===== src/rtl/phy_pkg.sv =====
// Shared GDDR6 PHY receive types: lane word, default geometry, input-delay FSM states.
package phy_pkg;
  localparam int PHY_NUM_DQ  = 16;
  localparam int PHY_DEL_W   = 4;
  localparam int PHY_DEL_NOM = 8;

  typedef logic [7:0] phy_word_t;

  typedef enum logic [2:0] {
    ST_IDLE,
    ST_WAIT,
    ST_APPLY,
    ST_FLUSH,
    ST_ACK
  } idel_state_e;
endpackage


===== src/rtl/idel_block_if.sv =====
// Receive-side bundle between deserializer/controller and the input delay block.
// slave = delay block view, master = deserializer/controller view.
interface idel_block_if import phy_pkg::*; #(
  parameter int NUM_DQ = PHY_NUM_DQ,
  parameter int DEL_W  = PHY_DEL_W,
  parameter int CNT_W  = 8
);
  logic [NUM_DQ*DEL_W-1:0]   param_io_in_del;
  logic                      del_req;
  logic                      del_ack;
  logic                      rx_valid;
  phy_word_t [NUM_DQ-1:0]    phy_dq;
  phy_word_t [1:0]           phy_dbi_n;
  phy_word_t [1:0]           phy_edc;
  logic                      train_en;
  logic                      train_clr;
  phy_word_t                 train_pattern;
  logic                      rx_valid_d;
  phy_word_t [NUM_DQ-1:0]    phy_dq_d;
  phy_word_t [1:0]           phy_dbi_n_d;
  phy_word_t [1:0]           phy_edc_d;
  logic [NUM_DQ*CNT_W-1:0]   err_cnt;

  modport slave (
    input  param_io_in_del, del_req, rx_valid, phy_dq, phy_dbi_n, phy_edc,
           train_en, train_clr, train_pattern,
    output del_ack, rx_valid_d, phy_dq_d, phy_dbi_n_d, phy_edc_d, err_cnt
  );

  modport master (
    output param_io_in_del, del_req, rx_valid, phy_dq, phy_dbi_n, phy_edc,
           train_en, train_clr, train_pattern,
    input  del_ack, rx_valid_d, phy_dq_d, phy_dbi_n_d, phy_edc_d, err_cnt
  );
endinterface


===== src/rtl/idel_lane.sv =====
// One DQ lane: 3-word window, 1-UI delay select, registered output, saturating mismatch count.
// Latency 1 cycle + del UI; no backpressure, the window shifts every cycle.
module idel_lane import phy_pkg::*; #(
  parameter int DEL_W = PHY_DEL_W,
  parameter int CNT_W = 8
) (
  input  logic             clk_div,
  input  logic             rst_div_n,
  input  phy_word_t        din,
  input  logic [DEL_W-1:0] del,
  input  logic             cnt_en,
  input  logic             train_clr,
  input  phy_word_t        train_pattern,
  output phy_word_t        dout,
  output logic [CNT_W-1:0] err_cnt
);
  phy_word_t   prev1, prev2;
  logic [23:0] win;
  logic [4:0]  base;

  // Bit 16+k of the window is UI k of the current word, so delay d reads from 16-d.
  assign win  = {din, prev1, prev2};
  assign base = 5'(16 - int'(del));

  always_ff @(posedge clk_div or negedge rst_div_n) begin
    if (!rst_div_n) begin
      prev1   <= '0;
      prev2   <= '0;
      dout    <= '0;
      err_cnt <= '0;
    end else begin
      prev1 <= din;
      prev2 <= prev1;
      dout  <= win[base +: 8];
      if (train_clr)
        err_cnt <= '0;
      else if (cnt_en && (dout != train_pattern) && (err_cnt != '1))
        err_cnt <= err_cnt + 1'b1;
    end
  end
endmodule


===== src/rtl/idel_block.sv =====
// Per-lane DQ input delay with idle-gated update handshake; DBI_n/EDC/valid fixed at 2 cycles.
// Latency 1 cycle + d UI on DQ; no backpressure, updates wait for an idle bus.
module idel_block import phy_pkg::*; #(
  parameter int NUM_DQ = PHY_NUM_DQ,
  parameter int DEL_W  = PHY_DEL_W,
  parameter int CNT_W  = 8
) (
  input logic         clk_div,
  input logic         rst_div_n,
  idel_block_if.slave bus
);
  idel_state_e                  state, state_nxt;
  logic [1:0]                   flush_cnt, flush_cnt_nxt;
  logic                         apply;
  logic                         ack;
  logic                         vld_s1, vld_s2;
  phy_word_t [1:0]              dbi_s1, dbi_s2;
  phy_word_t [1:0]              edc_s1, edc_s2;
  logic [NUM_DQ-1:0][DEL_W-1:0] del_q;
  logic                         bus_idle;
  logic                         cnt_en;

  // Idle means nothing in flight anywhere in the 2-stage static pipe.
  assign bus_idle = !bus.rx_valid && !vld_s1 && !vld_s2;
  assign cnt_en   = vld_s2 && bus.train_en;

  always_ff @(posedge clk_div or negedge rst_div_n) begin
    if (!rst_div_n) begin
      vld_s1 <= 1'b0;
      vld_s2 <= 1'b0;
      dbi_s1 <= '1;
      dbi_s2 <= '1;
      edc_s1 <= '0;
      edc_s2 <= '0;
    end else begin
      vld_s1 <= bus.rx_valid;
      vld_s2 <= vld_s1;
      dbi_s1 <= bus.phy_dbi_n;
      dbi_s2 <= dbi_s1;
      edc_s1 <= bus.phy_edc;
      edc_s2 <= edc_s1;
    end
  end

  assign bus.rx_valid_d  = vld_s2;
  assign bus.phy_dbi_n_d = dbi_s2;
  assign bus.phy_edc_d   = edc_s2;
  assign bus.del_ack     = ack;

  always_ff @(posedge clk_div or negedge rst_div_n) begin
    if (!rst_div_n) begin
      state     <= ST_IDLE;
      flush_cnt <= '0;
      del_q     <= {NUM_DQ{DEL_W'(PHY_DEL_NOM)}};
    end else begin
      state     <= state_nxt;
      flush_cnt <= flush_cnt_nxt;
      if (apply)
        del_q <= bus.param_io_in_del;
    end
  end

  always_comb begin
    state_nxt     = state;
    flush_cnt_nxt = flush_cnt;
    apply         = 1'b0;
    ack           = 1'b0;
    case (state)
      ST_IDLE: begin
        if (bus.del_req)
          state_nxt = bus_idle ? ST_APPLY : ST_WAIT;
      end
      ST_WAIT: begin
        if (!bus.del_req)
          state_nxt = ST_IDLE;
        else if (bus_idle)
          state_nxt = ST_APPLY;
      end
      ST_APPLY: begin
        apply         = 1'b1;
        flush_cnt_nxt = '0;
        state_nxt     = ST_FLUSH;
      end
      ST_FLUSH: begin
        flush_cnt_nxt = flush_cnt + 2'd1;
        if (flush_cnt == 2'd2)
          state_nxt = ST_ACK;
      end
      ST_ACK: begin
        ack       = 1'b1;
        state_nxt = ST_IDLE;
      end
      default: state_nxt = ST_IDLE;
    endcase
  end

  for (genvar l = 0; l < NUM_DQ; l++) begin : g_lane
    idel_lane #(
      .DEL_W (DEL_W),
      .CNT_W (CNT_W)
    ) u_lane (
      .clk_div       (clk_div),
      .rst_div_n     (rst_div_n),
      .din           (bus.phy_dq[l]),
      .del           (del_q[l]),
      .cnt_en        (cnt_en),
      .train_clr     (bus.train_clr),
      .train_pattern (bus.train_pattern),
      .dout          (bus.phy_dq_d[l]),
      .err_cnt       (bus.err_cnt[l*CNT_W +: CNT_W])
    );
  end
endmodule


===== src/flat_wrapper.sv =====
// flat-port wrapper written by rule: the top's interface ports become plain ports
module idel_block_flat import phy_pkg::*;
#(
  parameter int NUM_DQ = PHY_NUM_DQ,
  parameter int DEL_W  = PHY_DEL_W,
  parameter int CNT_W  = 8
)
  (clk_div, rst_div_n, bus_param_io_in_del, bus_del_req, bus_rx_valid, bus_phy_dq, bus_phy_dbi_n, bus_phy_edc, bus_train_en, bus_train_clr, bus_train_pattern, bus_del_ack, bus_rx_valid_d, bus_phy_dq_d, bus_phy_dbi_n_d, bus_phy_edc_d, bus_err_cnt);
  idel_block_if #(.NUM_DQ(NUM_DQ), .DEL_W(DEL_W), .CNT_W(CNT_W)) bus_i ();
  input logic clk_div;
  input logic rst_div_n;
  input wire logic [$bits(bus_i.param_io_in_del)-1:0] bus_param_io_in_del;
  input wire logic [$bits(bus_i.del_req)-1:0] bus_del_req;
  input wire logic [$bits(bus_i.rx_valid)-1:0] bus_rx_valid;
  input wire logic [$bits(bus_i.phy_dq)-1:0] bus_phy_dq;
  input wire logic [$bits(bus_i.phy_dbi_n)-1:0] bus_phy_dbi_n;
  input wire logic [$bits(bus_i.phy_edc)-1:0] bus_phy_edc;
  input wire logic [$bits(bus_i.train_en)-1:0] bus_train_en;
  input wire logic [$bits(bus_i.train_clr)-1:0] bus_train_clr;
  input wire logic [$bits(bus_i.train_pattern)-1:0] bus_train_pattern;
  output wire logic [$bits(bus_i.del_ack)-1:0] bus_del_ack;
  output wire logic [$bits(bus_i.rx_valid_d)-1:0] bus_rx_valid_d;
  output wire logic [$bits(bus_i.phy_dq_d)-1:0] bus_phy_dq_d;
  output wire logic [$bits(bus_i.phy_dbi_n_d)-1:0] bus_phy_dbi_n_d;
  output wire logic [$bits(bus_i.phy_edc_d)-1:0] bus_phy_edc_d;
  output wire logic [$bits(bus_i.err_cnt)-1:0] bus_err_cnt;
  assign bus_i.param_io_in_del = bus_param_io_in_del;
  assign bus_i.del_req = bus_del_req;
  assign bus_i.rx_valid = bus_rx_valid;
  assign bus_i.phy_dq = bus_phy_dq;
  assign bus_i.phy_dbi_n = bus_phy_dbi_n;
  assign bus_i.phy_edc = bus_phy_edc;
  assign bus_i.train_en = bus_train_en;
  assign bus_i.train_clr = bus_train_clr;
  assign bus_i.train_pattern = bus_train_pattern;
  assign bus_del_ack = bus_i.del_ack;
  assign bus_rx_valid_d = bus_i.rx_valid_d;
  assign bus_phy_dq_d = bus_i.phy_dq_d;
  assign bus_phy_dbi_n_d = bus_i.phy_dbi_n_d;
  assign bus_phy_edc_d = bus_i.phy_edc_d;
  assign bus_err_cnt = bus_i.err_cnt;
  idel_block #(.NUM_DQ(NUM_DQ), .DEL_W(DEL_W), .CNT_W(CNT_W)) u_core (.clk_div(clk_div), .rst_div_n(rst_div_n), .bus(bus_i));
endmodule

===== config.mk =====
export PLATFORM = sky130hd
export DESIGN_NAME = idel_block_flat
export DESIGN_NICKNAME = d
export VERILOG_FILES = /design/src/rtl/phy_pkg.sv /design/src/rtl/idel_block_if.sv /design/src/rtl/idel_lane.sv /design/src/rtl/idel_block.sv /design/src/flat_wrapper.sv
export SDC_FILE = /design/constraint.sdc
export NUM_CORES = 2
export LEC_CHECK = 0
export CORE_UTILIZATION = 23
export DETAILED_ROUTE_END_ITERATION = 8
export GPL_TIMING_DRIVEN = 0
export PLACE_DENSITY = 0.46
export SKIP_LAST_GASP = 1
export SYNTH_ARGS = -nofsm -noshare
export SYNTH_HDL_FRONTEND = slang
export SYNTH_SLANG_ARGS = --single-unit

===== constraint.sdc =====
create_clock -name clk_div -period 3.07 [get_ports clk_div]
set_input_delay 0.921 -clock clk_div [delete_from_list [all_inputs] [get_ports clk_div]]
set_output_delay 0.921 -clock clk_div [all_outputs]
set_load 0.01 [all_outputs]

==> out/qor.yml <==
outcome: "finished clean"
grt_pass1_wl_um: 206000
p_sw_mw: 22.6
drc_errors: 0
switching_share_pct: 41.9
maxSlewHeadroom_pct: 18.0
start_util_pct: 23.2
core-area_mm2: 0.160
die_h_um: 404
setup_violations: 0
synth-edff-count: 0
critPathMaxFanout: 10
cts_tree: "built"
drt_first_pass_iters: 6
final_area_mm2: 0.0484
ir_drop_mv: 0.481
avgSynthCellArea_um2: 11.6
drive_gt1_share_pct: 20.2
grt-ovfl-total: 0
netlist_area_mm2: 0.0371
rr_worst_depth: 11
critPathKind: "reg2reg"
worst_skew_pair.late_latency_ns: 0.70
syn_inst: 3199
yosysUniqueCellTypes: 77
num_vias: 29300
first_iter_violations: 2318
grt_max_degree: 111
dp_hpwl_um: 107000
hold_path_class: "in2async"
power_density_mw_per_mm2: 1110
final_cell_mix: "dfrtp_1, clkdlybuf4s50_1, nand2_1"
final_antenna_net_count: 0
arrival_ns: 3.52
placed_area_mm2: 0.0452
num-fill-cells: 16400
dieArea_mm2: 0.163
first_global_vias: 29400
setup_tns_ns: 0
p_seq_share_pct: 22.2
fin_skew_ns: 0.0360
finalHoldViolCount: 0
boundaryPins: 528
endpoint_kind: "flip-flop"
p_int_mw: 31.4
num_rows: 147
period_needed_ns: 2.96
clock.fmax_mhz: 338
fin_crit_sh_pct: 96.5
die_w_um: 404
r2r_start: "u_core.del_q[52]$_DFFE_PN0N_"
wire_per_inst_um: 23.4
htree_levels: 3
worstSetupStartpointType: "flip-flop"
ff2ff_setup_slack_ns: 0.11
clock_sink_count: 647
clkPwrFrac_pct: 20.2
antenna_found_initial: 7
viasPerCell: 4.85
slew_viol_final: 0
cts_setup_buffers: 0
max-cap-violations: 0
routed_wl_um: 141000
cts_root_buf: "clkbuf_16"
syn_nets: 3470
combPwrFrac_pct: 57.6
syn2layout_area_growth_pct: 30.4
cp.required_ns: 3.63
place_congestion: 0.864
power.leakage_nw: 18.9
r2r-end: "u_core.g_lane[13].u_lane.dout[4]$_DFF_PN0_"
clk_pin_slew_worst_paths_ns: 0.06
yosysSeqAreaShare_pct: 43.7
synth-async-reset-ratio_pct: 100
layout_commonest_cell: "dfrtp_1"
io_buffers: 518
cts_buffers: 87
nNetsFinal: 4080
grt_usage_pct: 17.0
worstMarginPinSlew_ns: 1.23
setup.worst_path.start: "u_core.del_q[52]$_DFFE_PN0N_"
rsz0062_at_grt: "yes"
cts.path.max_buffers: 3
synth_seq_cells: 647
crit_end: "u_core.g_lane[13].u_lane.dout[4]$_DFF_PN0_"
synth_top_flop_cell: "dfrtp_1"
yosysWarnings: 0
==> metrics by stage <==
| step | util (%) | hold slack (ns) | power (mW) | setup WS [ns] | std cells |
|---|---|---|---|---|---|
| final | 30.2 | 0.179 | 54.0 | 0.108 | 6043 |
| after global routing | 30.2 | 0.174 | 57.6 | -0.00381 | 6043 |
| after CTS | 30.1 | 0.127 | 54.4 | 0.00541 | 6044 |
| after detailed placement | 28.2 | 0.335 | 43.1 | -1.15 | 5884 |
| after global placement | 28.1 | 0.332 | 43.2 | -30.31 | 5877 |
| after floorplan | - | 0.331 | 33.6 | 0.416 | 3199 |
==> critical path, stage by stage, from the launching register on <==
cell and delay (ns):
dfrtp_1 0.35, buf_4 0.23, buf_6 0.20, inv_2 0.14, ha_1 0.30, buf_2 0.20
clkbuf_4 0.26, mux2_2 0.38, mux2i_2 0.31, a22oi_1 0.15, o22ai_1 0.20, nor3_1 0.10
==> cell usage after synthesis, drive strengths merged (6+ instances only) <==
master	count	share of area [%]
o31ai	44	0.95
nor2b	60	1.0
and2	14	0.24
buf	136	2.2
nor3b	14	0.28
and3	7	0.12
o21ba	10	0.27
xnor2	146	3.5
inv	64	0.65
nand3	51	0.69
nand3b	8	0.16
dfrtp	599	40
a211oi	41	0.84
nor2	163	1.6
a21oi	173	2.3
o31a	6	0.14
nor4	11	0.19
mux2	109	3.3
mux4	267	16
o22ai	14	0.24
o32a	11	0.30
nand2	318	3.2
o22a	33	0.78
nor4b	7	0.17
ha	33	1.1
o21ai	160	2.2
o41ai	6	0.16
nand2b	29	0.49
a21boi	8	0.23
o221ai	7	0.17
a22oi	11	0.24
mux2i	219	5.9
a41o	6	0.16
or3	73	1.2
clkbuf	64	0.68
or4	29	0.59
nor3	51	0.71
dfstp	48	3.4
xor2	25	0.61
nand4	48	0.81
a211o	8	0.19
o211ai	25	0.51
==> what timing repair did <==
action	4_1_cts	5_1_grt
resized for setup	14	34
endpoints found under the setup margin	120	91
hold buffers	0	0
==> power groups by stage <==
stage               clock network (mW)  logic, mW  registers, mW
finish                            10.9       31.1           12.0
global route                      11.7       33.7           12.2
CTS                               11.3       31.1           12.0
detailed placement                   0       30.9           12.1
global placement                     0       31.0           12.2
floorplan                            0       21.6           12.0
==> layer usage <==
| layer | track usage, % | part of all wire (%) | up-vias | routed length [um] |
|---|---|---|---|---|
| met5 | 0 | 0.031 | - | 44 |
| met4 | 6.44 | 3.5 | 8 | 5000 |
| met3 | 3.79 | 6.2 | 197 | 8730 |
| met2 | 27.3 | 47 | 860 | 66400 |
| met1 | 22.3 | 43 | 15000 | 61100 |
| li1 | - | - | 13200 | - |
==> state kept, by name, summed over array words and instances (netlist names) <==
signal                        count
u_core.bus.phy_dbi_n_d           16
u_core.bus.phy_edc_d             16
u_core.bus.rx_valid_d             1
u_core.dbi_s1                    16
u_core.del_q                     64
u_core.edc_s1                    16
u_core.flush_cnt                  2
u_core.g_lane.u_lane.dout       128
u_core.g_lane.u_lane.err_cnt    128
u_core.g_lane.u_lane.prev1      128
u_core.g_lane.u_lane.prev2      128
u_core.state                      3
u_core.vld_s1                     1
==> worst min path at each step <==
stage | from | end | slack [ns] | cells past startpoint
2_1_floorplan | u_core.edc_s1[0]$_DFF_PN0_ | u_core.bus.phy_edc_d[0]$_DFF_PN0_ | 0.33 | 0
3_3_place_gp | u_core.edc_s1[12]$_DFF_PN0_ | u_core.bus.phy_edc_d[12]$_DFF_PN0_ | 0.33 | 0
3_5_place_dp | u_core.edc_s1[0]$_DFF_PN0_ | u_core.bus.phy_edc_d[0]$_DFF_PN0_ | 0.33 | 0
4_1_cts | rst_div_n | u_core.g_lane[11].u_lane.prev2[1]$_DFF_PN0_ | 0.13 | 1
5_1_grt | rst_div_n | u_core.g_lane[11].u_lane.prev2[1]$_DFF_PN0_ | 0.17 | 1
6_report | rst_div_n | u_core.g_lane[11].u_lane.prev1[2]$_DFF_PN0_ | 0.18 | 1
==> kinds of logic (layout without fill, tap and decap cells) <==
family | Yosys count | after routing | share of synthesized area, %
AND/OR/NAND/NOR | 894 | 894 | 11.8
flip-flops | 647 | 647 | 43.7
adder cells (fa/ha/maj) | 33 | 33 | 1.11
XOR/XNOR | 171 | 171 | 4.07
AO/OA/AOI/OAI | 595 | 595 | 10.4
multiplexers | 595 | 595 | 25.4
buffers and inverters | 264 | 947 | 3.49
other | 0 | 1 | 0
==> cell type report <==
| class | instances | area (um^2) | area share (%) |
|---|---|---|---|
| diodes | 1 | 2.50 | 0.00517 |
| plain buffers | 196 | 1100 | 2.28 |
| clock buffers | 116 | 2430 | 5.01 |
| clock inverters | 46 | 663 | 1.37 |
| inverters | 64 | 240 | 0.496 |
| multi-input cells | 2288 | 19700 | 40.6 |
| flip-flops and latches | 647 | 16300 | 33.5 |
| well taps | 2160 | 2700 | 5.58 |
| repair buffers | 525 | 5380 | 11.1 |
(Power assumes the default switching activity.)
